===== src/rtl/sobel_pkg.sv =====
// sobel_pkg: shared constants and helpers for the Sobel/VGA pipeline.
//   SOBEL_LAT       - pixel strobes from window sample to output
//   SOBEL_DEF_PIX_W - default pixel / magnitude width
//   sobel_mode_e    - output mode select (grayscale / binary threshold)
//   sobel_grad_w()  - signed gradient width for a given pixel width
package sobel_pkg;

    localparam int unsigned SOBEL_LAT       = 4;
    localparam int unsigned SOBEL_DEF_PIX_W = 8;

    typedef enum logic {
        MODE_GRAY   = 1'b0,
        MODE_THRESH = 1'b1
    } sobel_mode_e;

    // Each gradient term sums to at most 4*(2^PIX_W-1), so 2 magnitude bits
    // plus a sign bit cover every case without overflow.
    function automatic int unsigned sobel_grad_w(input int unsigned pix_w);
        return pix_w + 3;
    endfunction

endpackage


===== src/rtl/sobel_grad.sv =====
// sobel_grad: Sobel gradient stages S1-S2.
//   S1 registers signed gx/gy from the 3x3 window, S2 registers |gx|/|gy|.
//   Ports:
//     i_clk            clock
//     i_rst            synchronous active-low reset
//     i_en             stage load enable (pixel strobe)
//     i_p0..i_p8       window pixels, row-major, centre omitted
//     o_abs_gx/o_abs_gy  unsigned gradient magnitudes, PIX_W+2 bits
module sobel_grad
    import sobel_pkg::*;
#(
    parameter int unsigned PIX_W = SOBEL_DEF_PIX_W
) (
    input  logic             i_clk,
    input  logic             i_rst,
    input  logic             i_en,
    input  logic [PIX_W-1:0] i_p0,
    input  logic [PIX_W-1:0] i_p1,
    input  logic [PIX_W-1:0] i_p2,
    input  logic [PIX_W-1:0] i_p3,
    input  logic [PIX_W-1:0] i_p5,
    input  logic [PIX_W-1:0] i_p6,
    input  logic [PIX_W-1:0] i_p7,
    input  logic [PIX_W-1:0] i_p8,
    output logic [PIX_W+1:0] o_abs_gx,
    output logic [PIX_W+1:0] o_abs_gy
);

    localparam int unsigned GW = sobel_grad_w(PIX_W);
    localparam int unsigned AW = PIX_W + 2;

    logic signed [GW-1:0] w_gx;
    logic signed [GW-1:0] w_gy;
    logic signed [GW-1:0] r_gx;
    logic signed [GW-1:0] r_gy;
    logic [AW-1:0]        r_agx;
    logic [AW-1:0]        r_agy;

    function automatic logic signed [GW-1:0] ext(input logic [PIX_W-1:0] p);
        return $signed({3'b000, p});
    endfunction

    assign w_gx = (ext(i_p2) + (ext(i_p5) <<< 1) + ext(i_p8))
                - (ext(i_p0) + (ext(i_p3) <<< 1) + ext(i_p6));
    assign w_gy = (ext(i_p6) + (ext(i_p7) <<< 1) + ext(i_p8))
                - (ext(i_p0) + (ext(i_p1) <<< 1) + ext(i_p2));

    always_ff @(posedge i_clk) begin
        if (!i_rst) begin
            r_gx  <= '0;
            r_gy  <= '0;
            r_agx <= '0;
            r_agy <= '0;
        end else if (i_en) begin
            r_gx  <= w_gx;
            r_gy  <= w_gy;
            // Magnitude never exceeds 4*(2^PIX_W-1), so dropping the sign bit is lossless.
            r_agx <= AW'(r_gx[GW-1] ? -r_gx : r_gx);
            r_agy <= AW'(r_gy[GW-1] ? -r_gy : r_gy);
        end
    end

    assign o_abs_gx = r_agx;
    assign o_abs_gy = r_agy;

endmodule


===== src/rtl/sobel_vga_pipe.sv =====
// sobel_vga_pipe: Sobel edge magnitude to VGA colour, with pixel-rate divider.
//   Ports:
//     xclk, rst            clock; synchronous active-low reset
//     pix_en               one-cycle pixel strobe pacing the upstream reader
//     pix_0..pix_8         3x3 window (centre unused)
//     in_hs/in_vs/in_de    syncs (active-low) and active-video flag
//     mode, thresh         0 = grayscale magnitude, 1 = binary threshold
//     xrgb, xhs, xvs       colour {R,G,B} and syncs, delay-matched
//     edge_count           per-frame edge count (only with SOBEL_EDGE_COUNT_EN)
//   Optional feature macro: SOBEL_EDGE_COUNT_EN.
module sobel_vga_pipe
    import sobel_pkg::*;
#(
    parameter int unsigned PIX_W   = SOBEL_DEF_PIX_W,
    parameter int unsigned CLK_DIV = 2,
    parameter int unsigned CH_BITS = 2
) (
    input  logic                 xclk,
    input  logic                 rst,
    output logic                 pix_en,
    input  logic [PIX_W-1:0]     pix_0,
    input  logic [PIX_W-1:0]     pix_1,
    input  logic [PIX_W-1:0]     pix_2,
    input  logic [PIX_W-1:0]     pix_3,
    input  logic [PIX_W-1:0]     pix_5,
    input  logic [PIX_W-1:0]     pix_6,
    input  logic [PIX_W-1:0]     pix_7,
    input  logic [PIX_W-1:0]     pix_8,
    input  logic                 in_hs,
    input  logic                 in_vs,
    input  logic                 in_de,
    input  logic                 mode,
    input  logic [PIX_W-1:0]     thresh,
    output logic [3*CH_BITS-1:0] xrgb,
    output logic                 xhs,
    output logic                 xvs
`ifdef SOBEL_EDGE_COUNT_EN
    ,
    output logic [19:0]          edge_count
`endif
);

    localparam int unsigned DIV_W = (CLK_DIV > 1) ? $clog2(CLK_DIV) : 1;
    localparam logic [DIV_W-1:0] DIV_LAST = DIV_W'(CLK_DIV - 1);
    localparam int unsigned SW = PIX_W + 3;

    // ---------------- divider ----------------
    logic [DIV_W-1:0] r_div_cnt;
    logic             r_pix_en;

    always_ff @(posedge xclk) begin
        if (!rst) begin
            r_div_cnt <= '0;
            r_pix_en  <= 1'b0;
        end else begin
            r_pix_en  <= (r_div_cnt == DIV_LAST);
            r_div_cnt <= (r_div_cnt == DIV_LAST) ? '0 : r_div_cnt + DIV_W'(1);
        end
    end

    assign pix_en = r_pix_en;

    // ---------------- S1-S2 ----------------
    logic [PIX_W+1:0] w_agx;
    logic [PIX_W+1:0] w_agy;

    sobel_grad #(
        .PIX_W(PIX_W)
    ) u_grad (
        .i_clk    (xclk),
        .i_rst    (rst),
        .i_en     (r_pix_en),
        .i_p0     (pix_0),
        .i_p1     (pix_1),
        .i_p2     (pix_2),
        .i_p3     (pix_3),
        .i_p5     (pix_5),
        .i_p6     (pix_6),
        .i_p7     (pix_7),
        .i_p8     (pix_8),
        .o_abs_gx (w_agx),
        .o_abs_gy (w_agy)
    );

    // ---------------- S3: saturated sum ----------------
    logic [SW-1:0]    w_sum;
    logic [PIX_W-1:0] w_mag;
    logic [PIX_W-1:0] r_mag;

    assign w_sum = SW'(w_agx) + SW'(w_agy);
    assign w_mag = (|w_sum[SW-1:PIX_W]) ? '1 : w_sum[PIX_W-1:0];

    always_ff @(posedge xclk) begin
        if (!rst) begin
            r_mag <= '0;
        end else if (r_pix_en) begin
            r_mag <= w_mag;
        end
    end

    // ---------------- sync / de delay line ----------------
    // de only needs to reach S4's input; syncs run the full latency to the pins.
    logic [SOBEL_LAT-1:0] r_hs_dly;
    logic [SOBEL_LAT-1:0] r_vs_dly;
    logic [SOBEL_LAT-2:0] r_de_dly;
    logic                 w_de_s3;

    always_ff @(posedge xclk) begin
        if (!rst) begin
            r_hs_dly <= '1;
            r_vs_dly <= '1;
            r_de_dly <= '0;
        end else if (r_pix_en) begin
            r_hs_dly <= {r_hs_dly[SOBEL_LAT-2:0], in_hs};
            r_vs_dly <= {r_vs_dly[SOBEL_LAT-2:0], in_vs};
            r_de_dly <= {r_de_dly[SOBEL_LAT-3:0], in_de};
        end
    end

    assign w_de_s3 = r_de_dly[SOBEL_LAT-2];
    assign xhs     = r_hs_dly[SOBEL_LAT-1];
    assign xvs     = r_vs_dly[SOBEL_LAT-1];

    // ---------------- S4: colour output ----------------
    sobel_mode_e          w_mode;
    logic                 w_ge;
    logic [CH_BITS-1:0]   w_chan;
    logic [3*CH_BITS-1:0] r_rgb;

    assign w_mode = sobel_mode_e'(mode);
    assign w_ge   = (r_mag >= thresh);

    always_comb begin
        w_chan = '0;
        if (w_de_s3) begin
            if (w_mode == MODE_GRAY) begin
                w_chan = r_mag[PIX_W-1 -: CH_BITS];
            end else begin
                w_chan = w_ge ? '1 : '0;
            end
        end
    end

    always_ff @(posedge xclk) begin
        if (!rst) begin
            r_rgb <= '0;
        end else if (r_pix_en) begin
            r_rgb <= {3{w_chan}};
        end
    end

    assign xrgb = r_rgb;

`ifdef SOBEL_EDGE_COUNT_EN
    // ---------------- per-frame edge counter ----------------
    logic [19:0] r_edge_cnt;
    logic [19:0] r_edge_count;
    logic        w_edge_hit;
    logic        w_vs_fall;

    assign w_edge_hit = w_de_s3 && w_ge;
    // Stage SOBEL_LAT-2 is the vs value about to appear on xvs this strobe.
    assign w_vs_fall  = r_vs_dly[SOBEL_LAT-1] && !r_vs_dly[SOBEL_LAT-2];

    always_ff @(posedge xclk) begin
        if (!rst) begin
            r_edge_cnt   <= '0;
            r_edge_count <= '0;
        end else if (r_pix_en) begin
            if (w_vs_fall) begin
                r_edge_count <= r_edge_cnt;
                r_edge_cnt   <= {19'd0, w_edge_hit};
            end else if (w_edge_hit && (r_edge_cnt != '1)) begin
                r_edge_cnt <= r_edge_cnt + 20'd1;
            end
        end
    end

    assign edge_count = r_edge_count;
`endif

endmodule


===== config.mk =====
export PLATFORM = sky130hd
export DESIGN_NAME = sobel_vga_pipe
export DESIGN_NICKNAME = d
export VERILOG_FILES = /design/src/rtl/sobel_pkg.sv /design/src/rtl/sobel_grad.sv /design/src/rtl/sobel_vga_pipe.sv
export SDC_FILE = /design/constraint.sdc
export NUM_CORES = 1
export LEC_CHECK = 0
export CAP_MARGIN = 30
export CORE_MARGIN = 2
export CORE_UTILIZATION = 59
export DETAILED_ROUTE_END_ITERATION = 10
export HOLD_SLACK_MARGIN = 0.12
export PLACE_DENSITY = 0.95
export SYNTH_ARGS = -nofsm -noshare
export SYNTH_HDL_FRONTEND = slang
export SYNTH_SLANG_ARGS = --single-unit

===== constraint.sdc =====
create_clock -name xclk -period 11.5 [get_ports xclk]
set_clock_uncertainty 0.1 [all_clocks]
set_input_delay 1.725 -clock xclk [delete_from_list [all_inputs] [get_ports xclk]]
set_output_delay 1.725 -clock xclk [all_outputs]
set_load 0.01 [all_outputs]

==> metrics.md <==
| Metric | Value |
|---|---|
| Outcome | `completed` |
| Origin of the worst min-delay path | `r_div_cnt$_SDFF_PP0_` |
| Worst-Skew Late Latency | `0.35 ns` |
| Max Freq | `174 MHz` |
| Die W | `105 um` |
| All-Layer GR Usage | `26.7%` |
| RSZ-0062 raised after global routing | `false` |
| Input/output buffers | `86` |
| Req. time, crit path | `11.64 ns` |
| Area leader, netlist | `dfxtp_1` |
| Vias per cell | `5.68` |
| DR pass1 iterations | `6` |
| Hold EP | `r_div_cnt$_SDFF_PP0_` |
| Inserted Clock Buffers | `9` |
| RR Startpoint | `pix_en$_SDFF_PN0_` |
| Final setup fails | `0` |
| Sequential area share after synthesis | `21.0%` |
| Top cells by count, synth | `92 x inv_1, 76 x ha_1, 71 x nand2_1` |
| Slew @ Worst Pin | `0.798 ns` |
| Hold slack final | `0.312 ns` |
| CTS clk-pin slew, worst paths | `0.08 ns` |
| Syn avg cell area | `8.64 um2` |
| Total core area | `9820 um2` |
| FILL cells | `711` |
| Number of synthesis warnings | `0` |
| Hpwl dp | `11.0 mm` |
| Met3 GRT Util | `3.43%` |
| Slew HR | `46.8%` |
| Pre-CTS WS | `5.42 ns` |
| Total power | `1170 uW` |
| Synth area leaders | `dfxtp_1 21%, ha_1 16%, fa_1 12%` |
| Crit start category | `input port` |
| Clock Path Buffers | `2` |
| First-pass GRT wire length | `24.2 mm` |
| Post-DRT Antenna Nets | `0` |
| Post-cts gate resize count | `0` |
| CTS tree | `done` |
| Pin count of the biggest net entering global routing | `78` |
| FP Rows | `36` |
| Count leader, synth | `inv_1` |
| Cells after Synth | `695` |
| Reg2reg setup slack | `8.93 ns` |
| Vias | `5171` |
| Min-Delay Path Class | `reg -> reg` |
| IO Pins | `87` |
| Final GP Congestion | `0.877` |
| Worst Path Arrival | `5.90 ns` |
| Fraction of layout cells with a size suffix above 1 | `2.83%` |
| Slowest library cell on the worst path | `fa_1` |
| Crit Path Max Fanout | `5` |
| Die Area | `11000 um2` |
| Worst setup path startpoint | `pix_6[1]` |
| Max VDD drop | `0.0000851 V` |
| Critical-path cell list | `clkdlybuf4s50_1, ha_1, fa_1, a21o_1, a21oi_1, o21bai_1, a21oi_1, xnor2_1, fa_1, inv_1, fa_1, inv_1, ha_1, a2111oi_0, a21oi_1, xnor2_1, o21ai_1` |
| Post-synth EDFFs | `0` |
| Post-CTS Setup Inserts | `0` |
| M2 GR Usage | `50.4%` |
| Post-Synthesis Net Count | `886` |
| WHS Path Cells | `1` |
| Synth async-reset ratio | `0%` |
| Final worst path period share | `50.1%` |
| Max-cap viol count | `0` |
| Initial Util | `61.1%` |
| Seq cells post-synth | `63` |
| Setup TNS | `0 ns` |
| H-tree levels | `3` |
| Met1 Usage GRT | `30.1%` |
| Critical Path End Type | `flip-flop` |
| Slew Limit Fails | `0` |
| CP peak stage delay | `0.49 ns` |
| Antenna violations before repair | `0` |
| Grt ovf | `0` |
| Yosys top cell area share | `21.0%` |
| WL per Instance | `15.2 um` |
| Final min period | `5.76 ns` |
| Final WL | `13.8 mm` |
| Fin worst setup slack | `5.74 ns` |
| Diode count | `0` |
| Leak Pwr | `0.00334 uW` |
| Drt drc | `0` |
| Ys flop type | `dfxtp_1` |
| Cell Pwr Density | `164 nW/um2` |
| GRT busiest layer | `met2` |
| FF-to-FF path depth | `7` |
| Syn Std Cell Area | `6000 um2` |
| Netlist cell types | `51` |
| Final hold violation count | `0` |
| Area delta synth->final | `18.7%` |
| Crit Path Class | `in -> reg` |
| Area of the multi-input gates | `4290 um2` |
| Initial drt markers | `269` |
| RR Endpoint | `r_mag[6]$_SDFFE_PN0P_` |
| Vias in the first global route | `5401` |
| Die H | `105 um` |
| Nets | `963` |
| Sink Count | `63` |
| FF+latch area | `1260 um2` |
| Number of hold buffers added after CTS | `0` |
| Root Driver | `clkbuf_8` |
[layout make-up]
| type | count | area share [%] |
|---|---|---|
| clock buffers | 9 | 1.74 |
| well taps | 133 | 2.34 |
| clock inverters | 7 | 0.773 |
| inverters | 92 | 4.85 |
| flip-flops and latches | 63 | 17.7 |
| repair buffers | 88 | 12.3 |
| multi-input cells | 518 | 60.3 |
[worst max path at each step]
| stage | endpoint | slack, ns |
|---|---|---|
| after CTS | u_grad.r_gy[9]$_SDFFE_PN0P_ | 5.79 |
| after floorplan | u_grad.r_gy[9]$_SDFFE_PN0P_ | 6.27 |
| after global routing | u_grad.r_gy[9]$_SDFFE_PN0P_ | 5.48 |
| after detailed placement | u_grad.r_gy[9]$_SDFFE_PN0P_ | 5.42 |
| final | u_grad.r_gy[9]$_SDFFE_PN0P_ | 5.74 |
| after global placement | u_grad.r_gy[9]$_SDFFE_PN0P_ | 5.60 |
[cell families (layout without fill, tap and decap cells)]
family,count (synthesis),in the layout,synth area share (%)
fa+ha+maj,113,113,28.2
mux,16,16,2.67
buf+inv,114,196,7.46
xor+xnor,61,61,8.90
compound gates,166,166,19.0
flops,63,63,21.0
simple gates,162,162,12.7
[worst max-delay path: cells and delay by family]
kind / cells / cell delay [ns]
buf+inv: 3 / 0.53
compound gates: 7 / 1.50
fa+ha+maj: 5 / 1.87
xor+xnor: 2 / 0.27
[sequential cells by signal, indices dropped and copies added, names as in the netlist]
name / count
xrgb: 2
r_de_dly: 3
r_vs_dly: 4
pix_en: 1
u_grad.r_gy: 11
u_grad.o_abs_gy: 10
r_div_cnt: 1
u_grad.r_gx: 10
r_hs_dly: 4
r_mag: 8
u_grad.o_abs_gx: 9
[power by group]
part | switching (uW) | leakage [uW] | internal [uW] | total, uW
combinational | 396 | 0.00274 | 323 | 719
clock | 94.9 | 0.0000866 | 80.1 | 175
sequential | 29.3 | 0.000515 | 245 | 274
[per-stage QoR]
stage	instance area [um2]	cells	utilization, %
global route	7120	910	72.5
detailed placement	6940	894	70.7
floorplan	6000	695	-
CTS	7120	910	72.5
finish	7120	910	72.5
global placement	6940	894	70.7
[placed cells by master (no fill, tap or decap), types with 3 or more instances in the layout]
master	Yosys	final
inv_1	92	92
clkdlybuf4s50_1	0	86
ha_1	76	76
nand2_1	71	71
dfxtp_1	63	62
a21oi_1	38	38
fa_1	37	37
xnor2_1	32	32
xor2_1	29	29
nor2_1	28	28
o21ai_1	26	26
nor2b_1	24	24
o211a_1	17	17
mux2i_1	16	16
o21ai_0	14	14
a21o_1	11	11
nor3_1	10	10
o31ai_1	10	10
nand2b_1	9	9
o21a_1	9	9
clkbuf_8	0	9
o221a_1	7	7
o41ai_1	5	5
o211ai_1	5	5
and2_1	4	4
a211oi_1	4	4
nand3_1	4	4
a21boi_1	3	3
o31a_1	3	3
inv_6	0	3
[metal layers]
layer	vias to the layer above	routed length, um
li1	2521	-
met1	2438	5620
met2	169	7280
met3	43	533
met4	0	391
met5	-	0
Note: power is estimated with default switching activity, not from simulation.
